**config.mk**
```make
export PLATFORM = sky130hd
export DESIGN_NAME = cam_bbox
export DESIGN_NICKNAME = d
export VERILOG_FILES = /design/src/rtl/cam_pkg.sv /design/src/rtl/cam_pos_cnt.sv /design/src/rtl/cam_bbox.sv
export SDC_FILE = /design/constraint.sdc
export NUM_CORES = 1
export LEC_CHECK = 0
export ABC_AREA = 1
export CORE_MARGIN = 4
export CORE_UTILIZATION = 60
export DETAILED_ROUTE_END_ITERATION = 6
export DONT_BUFFER_PORTS = 1
export PLACE_DENSITY = 0.79
export SYNTH_ARGS = -nofsm -noshare
export SYNTH_HDL_FRONTEND = slang
export SYNTH_SLANG_ARGS = --single-unit
```
**constraint.sdc**
```tcl
create_clock -name clk -period 2 [get_ports clk]
set_input_delay 0.4 -clock clk [delete_from_list [all_inputs] [get_ports clk]]
set_output_delay 0.4 -clock clk [all_outputs]
set_load 0.05 [all_outputs]
```
**src/rtl/cam_pkg.sv**
```systemverilog
// cam_pkg: shared widths, default frame geometry and helpers for the cam_* pipeline stages.
package cam_pkg;
    localparam int COORD_W      = 10;
    localparam int CNT_W        = 19;
    localparam int H_ACTIVE_DEF = 480;
    localparam int V_ACTIVE_DEF = 272;

    typedef logic [COORD_W-1:0] coord_t;
    typedef logic [CNT_W-1:0]   cnt_t;

    typedef struct packed {
        coord_t x_min;
        coord_t x_max;
        coord_t y_min;
        coord_t y_max;
    } box_t;

    // Empty-accumulator value: min fields at all-ones so the first pixel always wins.
    localparam box_t BOX_CLR = '{x_min: '1, x_max: '0, y_min: '1, y_max: '0};

    function automatic coord_t sat_inc(input coord_t v, input coord_t lim);
        return (v == lim) ? v : coord_t'(v + 1'b1);
    endfunction
endpackage

```
**src/rtl/cam_pos_cnt.sv**
```systemverilog
// cam_pos_cnt: saturating pixel x/y position counters and vsync rising-edge detect.
module cam_pos_cnt
    import cam_pkg::*;
#(
    parameter int H_ACTIVE = H_ACTIVE_DEF,
    parameter int V_ACTIVE = V_ACTIVE_DEF
) (
    input  logic   clk,
    input  logic   rst,
    input  logic   de_i,
    input  logic   vs_i,
    output coord_t x_o,
    output coord_t y_o,
    output logic   vs_rise_o
);
    localparam coord_t X_LIM = coord_t'(H_ACTIVE - 1);
    localparam coord_t Y_LIM = coord_t'(V_ACTIVE - 1);

    coord_t x_q, x_d, y_q, y_d;
    logic   de_q, vs_q;

    assign vs_rise_o = vs_i & ~vs_q;
    assign x_o       = x_q;
    assign y_o       = y_q;

    // x only ever leaves 0 while de is high, so holding it at 0 when de is low is the falling-edge clear.
    always_comb begin
        x_d = de_i ? sat_inc(x_q, X_LIM) : '0;
        y_d = vs_rise_o ? '0 : (de_q & ~de_i) ? sat_inc(y_q, Y_LIM) : y_q;
    end

    always_ff @(posedge clk) begin
        if (rst) begin
            x_q  <= '0;
            y_q  <= '0;
            de_q <= 1'b0;
            vs_q <= 1'b0;
        end else begin
            x_q  <= x_d;
            y_q  <= y_d;
            de_q <= de_i;
            vs_q <= vs_i;
        end
    end
endmodule

```
**src/rtl/cam_bbox.sv**
```systemverilog
// cam_bbox: per-frame bounding box of a binary mask, published at vsync, with a
// one-cycle pass-through that overlays the previous valid box border.
module cam_bbox
    import cam_pkg::*;
#(
    parameter int H_ACTIVE   = H_ACTIVE_DEF,
    parameter int V_ACTIVE   = V_ACTIVE_DEF,
    parameter int MIN_PIXELS = 16
) (
    input  logic               clk,
    input  logic               rst,
    input  logic               in_data,
    input  logic               in_de,
    input  logic               in_hs,
    input  logic               in_vs,
    output logic               out_data,
    output logic               out_de,
    output logic               out_hs,
    output logic               out_vs,
    output logic               out_edge,
    output logic [COORD_W-1:0] box_x_min,
    output logic [COORD_W-1:0] box_x_max,
    output logic [COORD_W-1:0] box_y_min,
    output logic [COORD_W-1:0] box_y_max,
    output logic [CNT_W-1:0]   pix_count,
    output logic               box_valid,
    output logic               box_update
);
    localparam cnt_t MIN_CNT = cnt_t'(MIN_PIXELS);

    coord_t     x, y;
    logic       vs_rise, hit, on_x, on_y;
    box_t       run_q, run_d, box_q, box_d;
    cnt_t       cnt_q, cnt_d, pix_q, pix_d;
    logic       armed_q, armed_d, valid_q, valid_d, upd_q, upd_d, edge_q, edge_d;
    logic [3:0] pass_q;

    cam_pos_cnt #(.H_ACTIVE(H_ACTIVE), .V_ACTIVE(V_ACTIVE)) u_pos (
        .clk      (clk),
        .rst      (rst),
        .de_i     (in_de),
        .vs_i     (in_vs),
        .x_o      (x),
        .y_o      (y),
        .vs_rise_o(vs_rise)
    );

    assign hit  = in_de & in_data & ~vs_rise;
    assign on_x = (x == box_q.x_min || x == box_q.x_max) && y >= box_q.y_min && y <= box_q.y_max;
    assign on_y = (y == box_q.y_min || y == box_q.y_max) && x >= box_q.x_min && x <= box_q.x_max;

    always_comb begin
        run_d   = run_q;
        cnt_d   = cnt_q;
        box_d   = box_q;
        pix_d   = pix_q;
        valid_d = valid_q;
        armed_d = armed_q;
        upd_d   = 1'b0;
        edge_d  = in_de & valid_q & (on_x | on_y);
        if (vs_rise) begin
            run_d   = BOX_CLR;
            cnt_d   = '0;
            armed_d = 1'b1;
            if (armed_q) begin
                box_d   = (cnt_q == '0) ? '0 : run_q;
                pix_d   = cnt_q;
                valid_d = cnt_q >= MIN_CNT;
                upd_d   = 1'b1;
            end
        end else if (hit) begin
            run_d.x_min = (x < run_q.x_min) ? x : run_q.x_min;
            run_d.x_max = (x > run_q.x_max) ? x : run_q.x_max;
            run_d.y_min = (y < run_q.y_min) ? y : run_q.y_min;
            run_d.y_max = (y > run_q.y_max) ? y : run_q.y_max;
            cnt_d       = &cnt_q ? cnt_q : cnt_q + 1'b1;
        end
    end

    always_ff @(posedge clk) begin
        if (rst) begin
            run_q   <= BOX_CLR;
            cnt_q   <= '0;
            box_q   <= '0;
            pix_q   <= '0;
            valid_q <= 1'b0;
            armed_q <= 1'b0;
            upd_q   <= 1'b0;
            edge_q  <= 1'b0;
            pass_q  <= '0;
        end else begin
            run_q   <= run_d;
            cnt_q   <= cnt_d;
            box_q   <= box_d;
            pix_q   <= pix_d;
            valid_q <= valid_d;
            armed_q <= armed_d;
            upd_q   <= upd_d;
            edge_q  <= edge_d;
            pass_q  <= {in_data, in_de, in_hs, in_vs};
        end
    end

    assign {out_data, out_de, out_hs, out_vs} = pass_q;
    assign out_edge   = edge_q;
    assign box_x_min  = box_q.x_min;
    assign box_x_max  = box_q.x_max;
    assign box_y_min  = box_q.y_min;
    assign box_y_max  = box_q.y_max;
    assign pix_count  = pix_q;
    assign box_valid  = valid_q;
    assign box_update = upd_q;
endmodule

```
==> out/results.tsv, run 1 <==
metric	value	unit
delay-heaviest family, CP	flip-flops	
Max Freq	533	MHz
slowest cell delay on critical path	0.57	ns
drt total wl	20.4	mm
Clock Skews	0.00679	ns
fin crit share	0.938	
Setup WS post-layout	0.125	ns
startpoint types	register	
Fill cells	1049	
R2R setup slack	0.12	ns
Clock Path Buffers	2	
Avg WL per Cell	15.0	microns
yosys warns	0	
global route overflow	0	
fin crit period	1.88	ns
status	finished clean	
Design Area, Final	0.00927	sq mm
largest net degree at the start of global routing	61	
first-pass GRT wire length	33.5	mm
WP data required	2.29	ns
PD cells	834	mW/mm^2
antenna diode count	0	
crit-path cells	ha_1 -> a21oi_1 -> nor2_1 -> o21ai_0 -> nand2_2 -> nand2_1 -> nand3_1	
ys flop type	dfxtp_1	
Die X	124	microns
First-pass DRT Iterations	5	
Initial DRC Count	595	
number of global-route vias before repair	6885	
crit path max fanout	10	
sequential cell area fraction in the yosys report	0.365	
syn nets	1218	
Clock transition at path regs	0.06	ns
async set or reset register ratio after synthesis	0	
# rows	41	
fin cells	1360	
fin. max-slew vios	0	
final hold violations	0	
post-synthesis register bit count	146	
Worst Tran Pin Value	0.847	ns
Worst Hold Class	in -> reg	
HPWL Detailed	14.4	mm
Syn Inst Count	1130	
H-tree Lvls	4	
VDD IR max	781	uV
Final setup viols	0	
nets	1263	
cts bufs inserted	17	
mean post-synth cell area	7.09	sq um
WP data arrival	2.17	ns
via count	7445	
commonest non-fill, non-tap cells in the layout	220 x nand2_1, 149 x inv_1, 145 x dfxtp_1	
most common cell after layout, fill and taps aside	nand2_1	
Placed Instances	1327	
clk_lat worst skew	0.43	ns
Buf/Inv on CP	0	
Setup CP Type	reg -> reg	
area of the multi-input gates	0.00432	sq mm
core area	0.0128	sq mm
Yosys cell types	35	
fraction of layout cells with a size suffix above 1	0.109	
number of synthesized flops with an enable pin	0	
DR vias/cell	5.47	
DP Area	0.00858	sq mm
chip height	124	microns
CP Capture Type	register	
RSZ-0062 raised after global routing	no	
Mapped Area	0.00801	sq mm
RePlAce Congestion	0.941	
CTS Sinks	146	
die area	0.0153	sq mm
TNS Setup	0	ns
Ports	72	
worst slack, placed	0.0614	ns
aggregate global-route resource usage	0.280	
Port Buffers	0	
initial antenna violation count	0	
DRC viols	0	
max_slew headroom	0.435	
max_cap viols	0	
FF/Latch Area	0.00292	sq mm
CTS tree	built	
Pleak	4.21	nW
root buffer cell	clkbuf_16	
Area growth, synth to finish	15.7	%
Starting Density	0.624	
post-route antenna net violation count	0	
CP max-delay cell	dfxtp_1	
cell families after synthesis:
kind of cell | synth area share
AOI/OAI and AO/OA | 0.163
xor gates and xnor gates | 0.00766
adders and majority gates | 0.128
buffers and inverters | 0.0987
DFF | 0.365
and+or+nand+nor | 0.237
flip-flops by register name, indices dropped and copies added, names as in the netlist, 4 cells and up:
name / flops
cnt_q: 19
u_pos.y_o: 10
u_pos.x_o: 10
box_x_max: 10
pix_count: 19
run_q: 40
box_x_min: 10
box_y_max: 10
box_y_min: 10
pass_q: 4
cell type report:
class                           count  share of cell area
Inverter                          155              0.0628
Timing Repair Buffer               71              0.0602
Multi-Input combinational cell    784               0.467
Sequential cell                   146               0.316
Clock inverter                     14              0.0243
Clock buffer                       18              0.0474
Tap cell                          172              0.0232
path summary, 6_finish.rpt:
path              depth (start not counted)          from           end
hold reg to reg                           2      run_q[2]  box_y_max[2]
setup / recovery                          7  u_pos.x_o[1]     run_q[38]
setup reg to reg                          7  u_pos.x_o[1]     run_q[38]
hold / removal                            1           rst       armed_q
stage by stage:
step	power, mW	util	hold WS (ns)
5_1_grt	8.01	0.723	0.0226
3_3_place_gp	4.18	0.669	0.464
6_report	7.73	0.723	0.0342
2_1_floorplan	3.93	-	0.451
3_5_place_dp	4.20	0.669	0.470
4_1_cts	7.75	0.721	0.0237
cells in the mapped netlist (3+ instances only):
| cell | count | area share |
|---|---|---|
| nand4_1 | 10 | 0.0078 |
| a21oi_1 | 140 | 0.087 |
| inv_1 | 151 | 0.071 |
| xor2_1 | 7 | 0.0077 |
| nand2_2 | 5 | 0.0039 |
| nand3b_1 | 4 | 0.0037 |
| nor3b_1 | 3 | 0.0028 |
| buf_1 | 4 | 0.0019 |
| buf_2 | 17 | 0.011 |
| o21bai_1 | 3 | 0.0028 |
| nand2_1 | 221 | 0.10 |
| nor2_2 | 3 | 0.0023 |
| nor2_1 | 97 | 0.045 |
| ha_1 | 82 | 0.13 |
| nor3_1 | 13 | 0.0081 |
| inv_2 | 4 | 0.0019 |
| dfxtp_1 | 146 | 0.36 |
| nand3_1 | 80 | 0.050 |
| o21ai_0 | 94 | 0.059 |
| clkbuf_1 | 23 | 0.011 |
| o21a_1 | 4 | 0.0037 |
| a21o_1 | 3 | 0.0028 |
metal layers:
layer | part of all wire | vias to the layer above | global-route usage
met4 | 0.016 | 0 | 0.0976
met2 | 0.45 | 252 | 0.436
li1 | - | 3799 | -
met1 | 0.45 | 3359 | 0.369
met3 | 0.086 | 35 | 0.0842
met5 | 0 | - | 0
what timing repair did:
action,in CTS,in global routing
resized for setup,0,7
setup endpoints to repair,0,35
hold buffers,0,0
setup buffers,0,0
power by group:
group	internal, mW	switching [mW]	total [mW]
sequential	3.02	0.161	3.18
combinational	0.306	0.679	0.986
clock	2.27	1.30	3.56
(Power assumes the default switching activity.)
==> run 2: changes to the inputs <==
--- a/config.mk
+++ b/config.mk
@@ -12,2 +12,3 @@
 export DONT_BUFFER_PORTS = 1
+export MAX_ROUTING_LAYER = met4
 export PLACE_DENSITY = 0.79
==> constraint.sdc (replaced) <==
create_clock -name clk -period 2 [get_ports clk]
set_input_delay 0.1 -clock clk [delete_from_list [all_inputs] [get_ports clk]]
set_output_delay 0.1 -clock clk [all_outputs]
set_load 0.05 [all_outputs]
==> run 2 against run 1 <==
- global-route usage grew 1.2 points
- critical path depth grew 1
- highest routed layer unchanged
- critical path type unchanged
- the flow now finishes with violations (design-rule violations)
- die area is the same
- total power shrank 2.1%
- via count grew 3.3%
- final area grew 0.96%
- final cell count grew 0.88%
- largest power group unchanged
- wire length grew 3.3%
- sequential share of layout area shrank 0.31 points
- clock skew is essentially flat
- first-iteration DRC count grew 10%
- clock power shrank 5%
==> out/results.tsv, run 2 (same netlist as run 1, synthesis figures left out) <==
metric	value	unit
status	complete, but fails checks	
failing checks	design-rule violations	
met2 Use GR	0.438	
DR vias/cell	5.61	
met1 usage	0.377	
CP max-delay cell	ha_1	
Initial DRC Count	655	
HPWL Detailed	14.6	mm
commonest non-fill, non-tap cells in the layout	220 x nand2_1, 149 x inv_1, 146 x dfxtp_1	
most common cell after layout, fill and taps aside	nand2_1	
Max Freq	529	MHz
global route overflow	0	
max_cap viols	0	
clk_lat worst skew	0.43	ns
fin crit period	1.89	ns
DRC viols	2	
Final setup viols	0	
delay-heaviest family, CP	compound AO/OA/AOI/OAI gates	
fin. max-slew vios	0	
busiest grt layer	met2	
fin cells	1372	
Avg WL per Cell	15.3	microns
Clock transition at path regs	0.06	ns
PD cells	809	mW/mm^2
H-tree Lvls	4	
Clock Path Buffers	2	
Reg with most FFs	run_q	
CP Capture Type	register	
Setup CP Type	reg -> reg	
postcts setup bufs	0	
area of the multi-input gates	0.00434	sq mm
Starting Density	0.624	
cts bufs inserted	17	
die area	0.0153	sq mm
fraction of layout cells with a size suffix above 1	0.114	
fin crit share	0.946	
Clock Skews	0.00724	ns
crit-path most repeated cell	nand3_1	
Area growth, synth to finish	16.8	%
FF/Latch Area	0.00292	sq mm
largest net degree at the start of global routing	63	
Worst Tran Pin Value	0.621	ns
Placed Instances	1331	
crit path max fanout	10	
Buf/Inv on CP	2	
WP data required	2.37	ns
# rows	41	
max reg flops	40	
CTS tree	built	
CTS Sinks	146	
number of global-route vias before repair	7023	
VDD IR max	576	uV
drt total wl	21.0	mm
first-pass GRT wire length	33.9	mm
met3 usage	0.0833	
WP data arrival	2.27	ns
via count	7692	
aggregate global-route resource usage	0.291	
max_slew headroom	0.585	
final hold violations	0	
crit-path cells	inv_1 -> ha_1 -> a21oi_1 -> o21ai_0 -> o21ai_2 -> buf_4 -> nand3_1 -> nand3_1	
nets	1274	
Hold WS	0.121	ns
Fill cells	1046	
Worst Hold Class	in -> reg	
core area	0.0128	sq mm
chip height	124	microns
startpoint types	register	
Port Buffers	0	
RePlAce Congestion	0.958	
TNS Setup	0	ns
slowest cell delay on critical path	0.36	ns
Die X	124	microns
Ports	72	
First-pass DRT Iterations	7	
root buffer cell	clkbuf_16	
Pleak	4.24	nW
total power	7.57	mW
initial antenna violation count	1	
post-route antenna net violation count	0	
[run 2: layer usage]
| metal | vias to the layer above | routed length [microns] |
|---|---|---|
| met5 | - | 0 |
| met4 | 0 | 497 |
| met3 | 54 | 1860 |
| met2 | 299 | 9250 |
| met1 | 3512 | 9410 |
| li1 | 3827 | - |
[run 2: final cells by class]
class	instances	area share
Multi-Input combinational cell	785	0.464
Sequential cell	146	0.312
Timing Repair Buffer	81	0.0706
Inverter	155	0.0622
Clock buffer	21	0.0514
Tap cell	172	0.0230
Clock inverter	11	0.0160
Antenna cell	1	0.000267
[run 2: path summary, 6_finish.rpt]
check                           slack (ns)      start      endpoint  depth (start not counted)
worst max-delay path                  0.11  run_q[35]     run_q[31]                          8
worst min-delay path                  0.12      in_vs  pix_count[4]                          3
worst max register to register        0.11  run_q[35]     run_q[31]                          8
worst min register to register        0.48  run_q[36]  box_x_min[6]                          2
[run 2: per-stage QoR]
| stage | util | worst slack [ns] | cell area, sq um |
|---|---|---|---|
| 5_1_grt | 0.730 | -0.000396 | 9360 |
| 2_1_floorplan | - | 0.302 | 8010 |
| 3_5_place_dp | 0.672 | 0.0600 | 8620 |
| 6_report | 0.730 | 0.108 | 9360 |
| 3_3_place_gp | 0.672 | 0.0575 | 8620 |
| 4_1_cts | 0.726 | 0.0398 | 9310 |
[run 2: report_power, final]
group | switching [mW] | leakage [nW] | total (mW) | internal [mW]
Clock | 1.28 | 0.294 | 3.38 | 2.10
Combinational | 0.704 | 2.76 | 1.03 | 0.323
Sequential | 0.149 | 1.19 | 3.16 | 3.02
Total | 2.13 | 4.24 | 7.57 | 5.44
[run 2: worst reg2reg max path, stage by stage (launching register included)]
cell and delay (ns):
dfxtp_1 0.35, inv_1 0.09, ha_1 0.36, a21oi_1 0.23
o21ai_0 0.16, o21ai_2 0.22, buf_4 0.22, nand3_1 0.11
nand3_1 0.09
[run 2: repair_timing]
item / CTS / global route
gates resized for setup: 0 / 10
hold buffers: 6 / 0
endpoints found under the hold margin: 13 / 0
endpoints found under the setup margin: 0 / 35
